File: config.mk
export PLATFORM = sky130hd
export DESIGN_NAME = vprobe_period_meter
export DESIGN_NICKNAME = d
export VERILOG_FILES = /design/src/rtl/vprobe_period_meter.sv
export SDC_FILE = /design/constraint.sdc
export NUM_CORES = 1
export LEC_CHECK = 0
export BUFFER_PORTS_ARGS = -buffer_cell sky130_fd_sc_hd__buf_4
export CELL_PAD_IN_SITES_DETAIL_PLACEMENT = 1
export CELL_PAD_IN_SITES_GLOBAL_PLACEMENT = 2
export CORE_MARGIN = 5
export CORE_UTILIZATION = 37
export DETAILED_ROUTE_END_ITERATION = 10
export PLACE_DENSITY_LB_ADDON = 0.12
export SLEW_MARGIN = 0
export SYNTH_ARGS = -nofsm -noshare
export SYNTH_HDL_FRONTEND = slang
export SYNTH_SLANG_ARGS = --single-unit
File: constraint.sdc
create_clock -name clk -period 3.7 [get_ports clk]
set_input_delay 0.555 -clock clk [delete_from_list [all_inputs] [get_ports clk]]
set_output_delay 0.555 -clock clk [all_outputs]
set_load 0.005 [all_outputs]
File: src/rtl/vprobe_period_meter.sv
// rtl/vprobe_period_meter.sv - rising-zero-crossing period, peak and trough meter for a signed sample stream
//
// Purpose:
//   Classifies each accepted sample as LOW (<= -HYST), HIGH (>= +HYST) or mid-band.
//   A HIGH sample that follows a LOW sample is a rising event. Between two rising events
//   the block counts samples and tracks the signed max/min, then reports them as one result.
//
// Ports:
//   clk        in   sole clock, rising edge
//   rst_n      in   asynchronous active-low reset
//   s_valid    in   sample present
//   s_data     in   signed sample, DW bits
//   s_ready    out  sample accepted when s_valid && s_ready
//   m_valid    out  result available
//   m_ready    in   result consumed when m_valid && m_ready
//   m_period   out  samples per period, CW bits, saturating
//   m_peak     out  signed maximum over the period
//   m_trough   out  signed minimum over the period
//   m_overflow out  period counter saturated during this period
//   locked     out  at least one rising event seen since reset
module vprobe_period_meter #(
  parameter int DW   = 16,
  parameter int CW   = 24,
  parameter int HYST = 64
) (
  input  logic          clk,
  input  logic          rst_n,
  input  logic          s_valid,
  input  logic [DW-1:0] s_data,
  output logic          s_ready,
  output logic          m_valid,
  input  logic          m_ready,
  output logic [CW-1:0] m_period,
  output logic [DW-1:0] m_peak,
  output logic [DW-1:0] m_trough,
  output logic          m_overflow,
  output logic          locked
);

  typedef enum logic [1:0] {
    SEEK_LOW  = 2'd0,
    SEEK_RISE = 2'd1,
    MEAS_LOW  = 2'd2,
    MEAS_RISE = 2'd3
  } state_t;

  localparam logic signed [DW-1:0] HI_TH = DW'(HYST);
  localparam logic signed [DW-1:0] LO_TH = -HI_TH;
  localparam logic [CW-1:0]        CNT_MAX = '1;

  state_t                state_q, state_d;
  logic [CW-1:0]         cnt_q, cnt_d;
  logic                  ovf_q, ovf_d;
  logic signed [DW-1:0]  pk_q, pk_d;
  logic signed [DW-1:0]  tr_q, tr_d;
  logic                  init_q, init_d;
  logic                  locked_q, locked_d;
  logic                  mv_q, mv_d;
  logic [CW-1:0]         per_q, per_d;
  logic signed [DW-1:0]  mpk_q, mpk_d;
  logic signed [DW-1:0]  mtr_q, mtr_d;
  logic                  movf_q, movf_d;

  logic                  accept;
  logic signed [DW-1:0]  sample;
  logic                  is_low;
  logic                  is_high;
  logic                  cnt_sat;
  logic signed [DW-1:0]  win_pk;
  logic signed [DW-1:0]  win_tr;

  // No sample buffering: a pending result blocks input unless it is being consumed now.
  assign s_ready = !mv_q || m_ready;
  assign accept  = s_valid && s_ready;
  assign sample  = $signed(s_data);
  assign is_low  = (sample <= LO_TH);
  assign is_high = (sample >= HI_TH);
  assign cnt_sat = (cnt_q == CNT_MAX);

  // Running extremes including the current sample; the first sample of a window seeds both.
  assign win_pk = (!init_q || (sample > pk_q)) ? sample : pk_q;
  assign win_tr = (!init_q || (sample < tr_q)) ? sample : tr_q;

  always_comb begin
    state_d  = state_q;
    cnt_d    = cnt_q;
    ovf_d    = ovf_q;
    pk_d     = pk_q;
    tr_d     = tr_q;
    init_d   = init_q;
    locked_d = locked_q;
    mv_d     = mv_q && !m_ready;
    per_d    = per_q;
    mpk_d    = mpk_q;
    mtr_d    = mtr_q;
    movf_d   = movf_q;

    if (accept) begin
      case (state_q)
        SEEK_LOW: begin
          if (is_low) state_d = SEEK_RISE;
        end
        SEEK_RISE: begin
          if (is_high) begin
            state_d  = MEAS_LOW;
            locked_d = 1'b1;
            cnt_d    = '0;
            ovf_d    = 1'b0;
            init_d   = 1'b0;
          end
        end
        MEAS_LOW, MEAS_RISE: begin
          if ((state_q == MEAS_RISE) && is_high) begin
            // Rising event closes the window; the event sample is part of it.
            state_d = MEAS_LOW;
            mv_d    = 1'b1;
            per_d   = cnt_sat ? cnt_q : cnt_q + CW'(1);
            mpk_d   = win_pk;
            mtr_d   = win_tr;
            // A saturated count at emit also means the true period did not fit.
            movf_d  = ovf_q || cnt_sat;
            cnt_d   = '0;
            ovf_d   = 1'b0;
            init_d  = 1'b0;
          end else begin
            cnt_d  = cnt_sat ? cnt_q : cnt_q + CW'(1);
            ovf_d  = ovf_q || cnt_sat;
            pk_d   = win_pk;
            tr_d   = win_tr;
            init_d = 1'b1;
            if ((state_q == MEAS_LOW) && is_low) state_d = MEAS_RISE;
          end
        end
        default: state_d = SEEK_LOW;
      endcase
    end
  end

  always_ff @(posedge clk or negedge rst_n) begin
    if (!rst_n) begin
      state_q  <= SEEK_LOW;
      cnt_q    <= '0;
      ovf_q    <= 1'b0;
      pk_q     <= '0;
      tr_q     <= '0;
      init_q   <= 1'b0;
      locked_q <= 1'b0;
      mv_q     <= 1'b0;
      per_q    <= '0;
      mpk_q    <= '0;
      mtr_q    <= '0;
      movf_q   <= 1'b0;
    end else begin
      state_q  <= state_d;
      cnt_q    <= cnt_d;
      ovf_q    <= ovf_d;
      pk_q     <= pk_d;
      tr_q     <= tr_d;
      init_q   <= init_d;
      locked_q <= locked_d;
      mv_q     <= mv_d;
      per_q    <= per_d;
      mpk_q    <= mpk_d;
      mtr_q    <= mtr_d;
      movf_q   <= movf_d;
    end
  end

  assign m_valid    = mv_q;
  assign m_period   = per_q;
  assign m_peak     = mpk_q;
  assign m_trough   = mtr_q;
  assign m_overflow = movf_q;
  assign locked     = locked_q;

endmodule

==> results.json <==
{
  "postCtsHoldBufs": 0,
  "type_of_the_worst_min_delay_path": "in2async",
  "timing.max_cap.violations": 0,
  "cts-root-to-sink-buffers": 2,
  "dp.final_hpwl_mm": 11.8,
  "synthToLayoutAreaGrowth_pct": 23.5,
  "ff_to_ff_end": "tr_q[15]",
  "layout_min_cycle_time_ps": 2880,
  "worst-r2r-setup-slack_ps": 820,
  "postSynthAreaPerCell_um2": 9.84,
  "floorplan.die_area_um2": 19600,
  "dr.pass1.iters": 4,
  "worstPathRequired_ps": 4000,
  "n_fill_cell": 1889,
  "timing.final.crit_share_pct": 77.8,
  "synthesis.area_um2": 6240,
  "drt_first_iter_violations": 135,
  "worst_path_max_delay_cell": "o21ai_0",
  "wl_mm": 16.7,
  "tritoncts": "yes",
  "dp_cell_count": 916,
  "ff_latch_area_um2": 2980,
  "power.density_nw_per_um2": 722,
  "finalHoldViolations": 0,
  "tightest_slew_ps": 1130,
  "synth_area_in_xor_xnor_pct": 2.81,
  "synth_top_flop_cell": "dfrtp_1",
  "synth.yosys.seq_area_share_pct": 47.7,
  "tns_ps": 0,
  "ys_ff_latch": 119,
  "synth.lib_cells_used.distinct": 51,
  "worst_path_most_repeated_cell": "o21ai_0",
  "antenna-diode-count": 0,
  "drt-wirelength-per-cell_um": 17.6,
  "fmax_mhz": 347,
  "fraction_of_the_mapped_netlist_area_in_simple_logic_gates_pct": 15.0,
  "post_route_cells_drive_above_1_share_pct": 22.3,
  "finish.net_count": 767,
  "initial_core_util_pct": 37.6,
  "antenna_violating_nets_post_route": 0,
  "post_synth_mux_area_share_pct": 8.18,
  "multiInputGateArea_um2": 3000,
  "synth_nets": 686,
  "worstSetupStartpointType": "flop",
  "fp-row-count": 47,
  "clock_sinks": 119,
  "ir_worst_vdd_mv": 0.399,
  "count_of_buffers_from_port_buffering": 79,
  "timing.clock.skew_ps": 5.93,
  "critPathMaxStageDelay_ps": 410,
  "cp_max_fo": 9,
  "worstPathArrival_ps": 3180,
  "yosys_warnings": 0,
  "gp_congestion": 0.797,
  "dieHeight_um": 140,
  "die_width_um": 140,
  "final_non_filler_cells": 947,
  "maxSlewHeadroom_pct": 25.0,
  "power.static_leakage_nw": 3.50,
  "maxSlewViolCount": 0,
  "pin_count": 80,
  "tritoncts.num_buffers": 17,
  "number_of_cells_on_the_worst_reg_to_reg_path": 10,
  "cts_setup_buffers": 0,
  "core_area_um2": 16600,
  "report.final.setup_viol": 0,
  "synth_compound_area_share_pct": 15.5,
  "globalRoute.totalOverflow": 0,
  "yosys.area_share.adder_pct": 6.42,
  "syn_inst": 634,
  "rsz0062_at_grt": "no",
  "worst_r2r_startpoint": "tr_q[9]",
  "antenna_found_initial": 0,
  "synth_edf_count": 0,
  "path_cells": "inv_1, ha_1, a21oi_1, o21ai_0, o21ai_0, a21oi_2, a41oi_4, and2_1, buf_4, mux2_2",
  "grt_pass1_vias": 5219,
  "grt_pass1_wl_mm": 28.0,
  "detail_route.vias_per_cell": 5.24,
  "clock_tree.htree_level_count": 4,
  "clk_pin_slew_ps": 60,
  "post_cts_resize_count": 0,
  "cts.root.buffer_cell": "clkbuf_16",
  "grt.total_usage_pct": 17.8,
  "synth_top_family_by_area": "compound AO/OA/AOI/OAI gates",
  "drc": 0,
  "num_vias": 4963,
  "fraction_of_registers_with_async_set_reset_pct": 100,
  "grt_max_degree": 54,
  "end_kind": "flop",
  "critPathKind": "reg2reg",
  "status": "completed",
  "clkLatencyLatePin_ps": 410
}
-- worst max-delay path, delay by kind of cell, from the launching register on --
kind | cells | cell delay (ps)
buffers and inverters | 2 | 310
muxes | 1 | 350
AOI/OAI and AO/OA | 5 | 1010
and+or+nand+nor | 1 | 400
DFF | 1 | 360
adders and majority gates | 1 | 330
-- per-layer routing --
metal  vias to the layer above  part of all wire [%]  GRT usage (%)
met2                        94                    44           26.4
met1                      2436                    50           25.9
li1                       2415                     -              -
met4                         0                   1.5           5.46
met3                        18                   4.2           3.91
met5                         -                     0              0
-- area by class of cell --
| type | count | share of cell area (%) |
|---|---|---|
| clock inverters | 9 | 1.59 |
| clock buffers | 22 | 6.28 |
| well taps | 220 | 3.57 |
| inverters | 35 | 1.70 |
| repair buffers | 94 | 9.32 |
| flip-flops and latches | 119 | 38.6 |
| multi-input cells | 448 | 38.9 |
-- state kept, by name, summed over array words and instances, names as in the netlist --
register and count:
init_q 1, m_peak 16, m_overflow 1, m_trough 16, tr_q 16, state_q 2, m_valid 1, cnt_q 24
pk_q 16, ovf_q 1, m_period 24, locked 1
-- report_power, final --
group	total [mW]	internal, mW	switching (mW)
Combinational	1.89	0.944	0.941
Sequential	1.98	1.70	0.279
Clock	1.70	1.12	0.584
-- logic make-up after synthesis --
group	Yosys count
simple gates	198
compound gates	151
flops	119
buf+inv	67
mux	47
fa+ha+maj	32
xor+xnor	20
-- per-stage QoR --
step           power (mW)  worst slack [ps]  hold slack (ps)  utilization (%)  instance area (um^2)
4_1_cts              5.66               807              229             46.5                  7710
3_3_place_gp         3.84               595              460             42.8                  7100
6_report             5.56               820              201             46.5                  7710
3_5_place_dp         3.92               459              467             42.8                  7100
2_1_floorplan        3.14               932              259                -                  6240
5_1_grt              5.97               598              267             46.5                  7710
-- cells in the final DEF (no fill, tap or decap), types with 3 or more instances in the layout --
master     count
clkbuf_16     17
a31oi_1       13
nand4_1        7
clkbuf_8       4
dfrtp_1      119
nand2_1       64
clkinv_2       5
buf_4         93
nor3_1        13
a21oi_1       38
o31ai_1       13
mux2i_1       15
xnor2_1        8
o221a_2        6
mux2_1        10
nand2b_1       7
mux2_2        22
o21a_1         3
and2_1         5
nor2_1        56
bufinv_16      3
and4_1         4
ha_1          32
and3_1         7
a21o_1         3
o21ai_0       51
nand3_1       21
inv_1         35
a211oi_1      12
xor2_1        12
-- worst max-delay path by stage --
stage / from / endpoint / slack [ps] / cells past startpoint
after detailed placement: s_data[9] / tr_q[15] / 460 / 10
final: tr_q[9] / tr_q[15] / 820 / 10
after global routing: tr_q[9] / tr_q[15] / 600 / 10
after floorplan: s_data[9] / tr_q[10] / 930 / 10
after global placement: s_data[9] / tr_q[15] / 600 / 10
after CTS: tr_q[9] / tr_q[15] / 810 / 10
-- synthesized netlist by cell type, drive strengths merged (2+ instances only) --
cell    count  area [um^2]
clkbuf     22         82.6
nand3      21          105
buf        10         56.3
o221a       6         67.6
or4         2         15.0
mux2i      15          150
nand2      65          244
o21a        3         22.5
ha         32          400
and3        7         43.8
nor3       15         85.1
nor4        3         33.8
a211oi     12         90.1
and2        7         43.8
xnor2       8         70.1
inv        35          131
mux2       32          360
nand2b      7         43.8
xor2       12          105
nand4       7         43.8
o21ai      51          255
a21oi      39          199
a21o        3         22.5
dfrtp     119         2980
nor2       56          210
a31oi      15          115
o31ai      13         97.6
and4        4         35.0
Note: power is estimated with default switching activity, not from simulation.
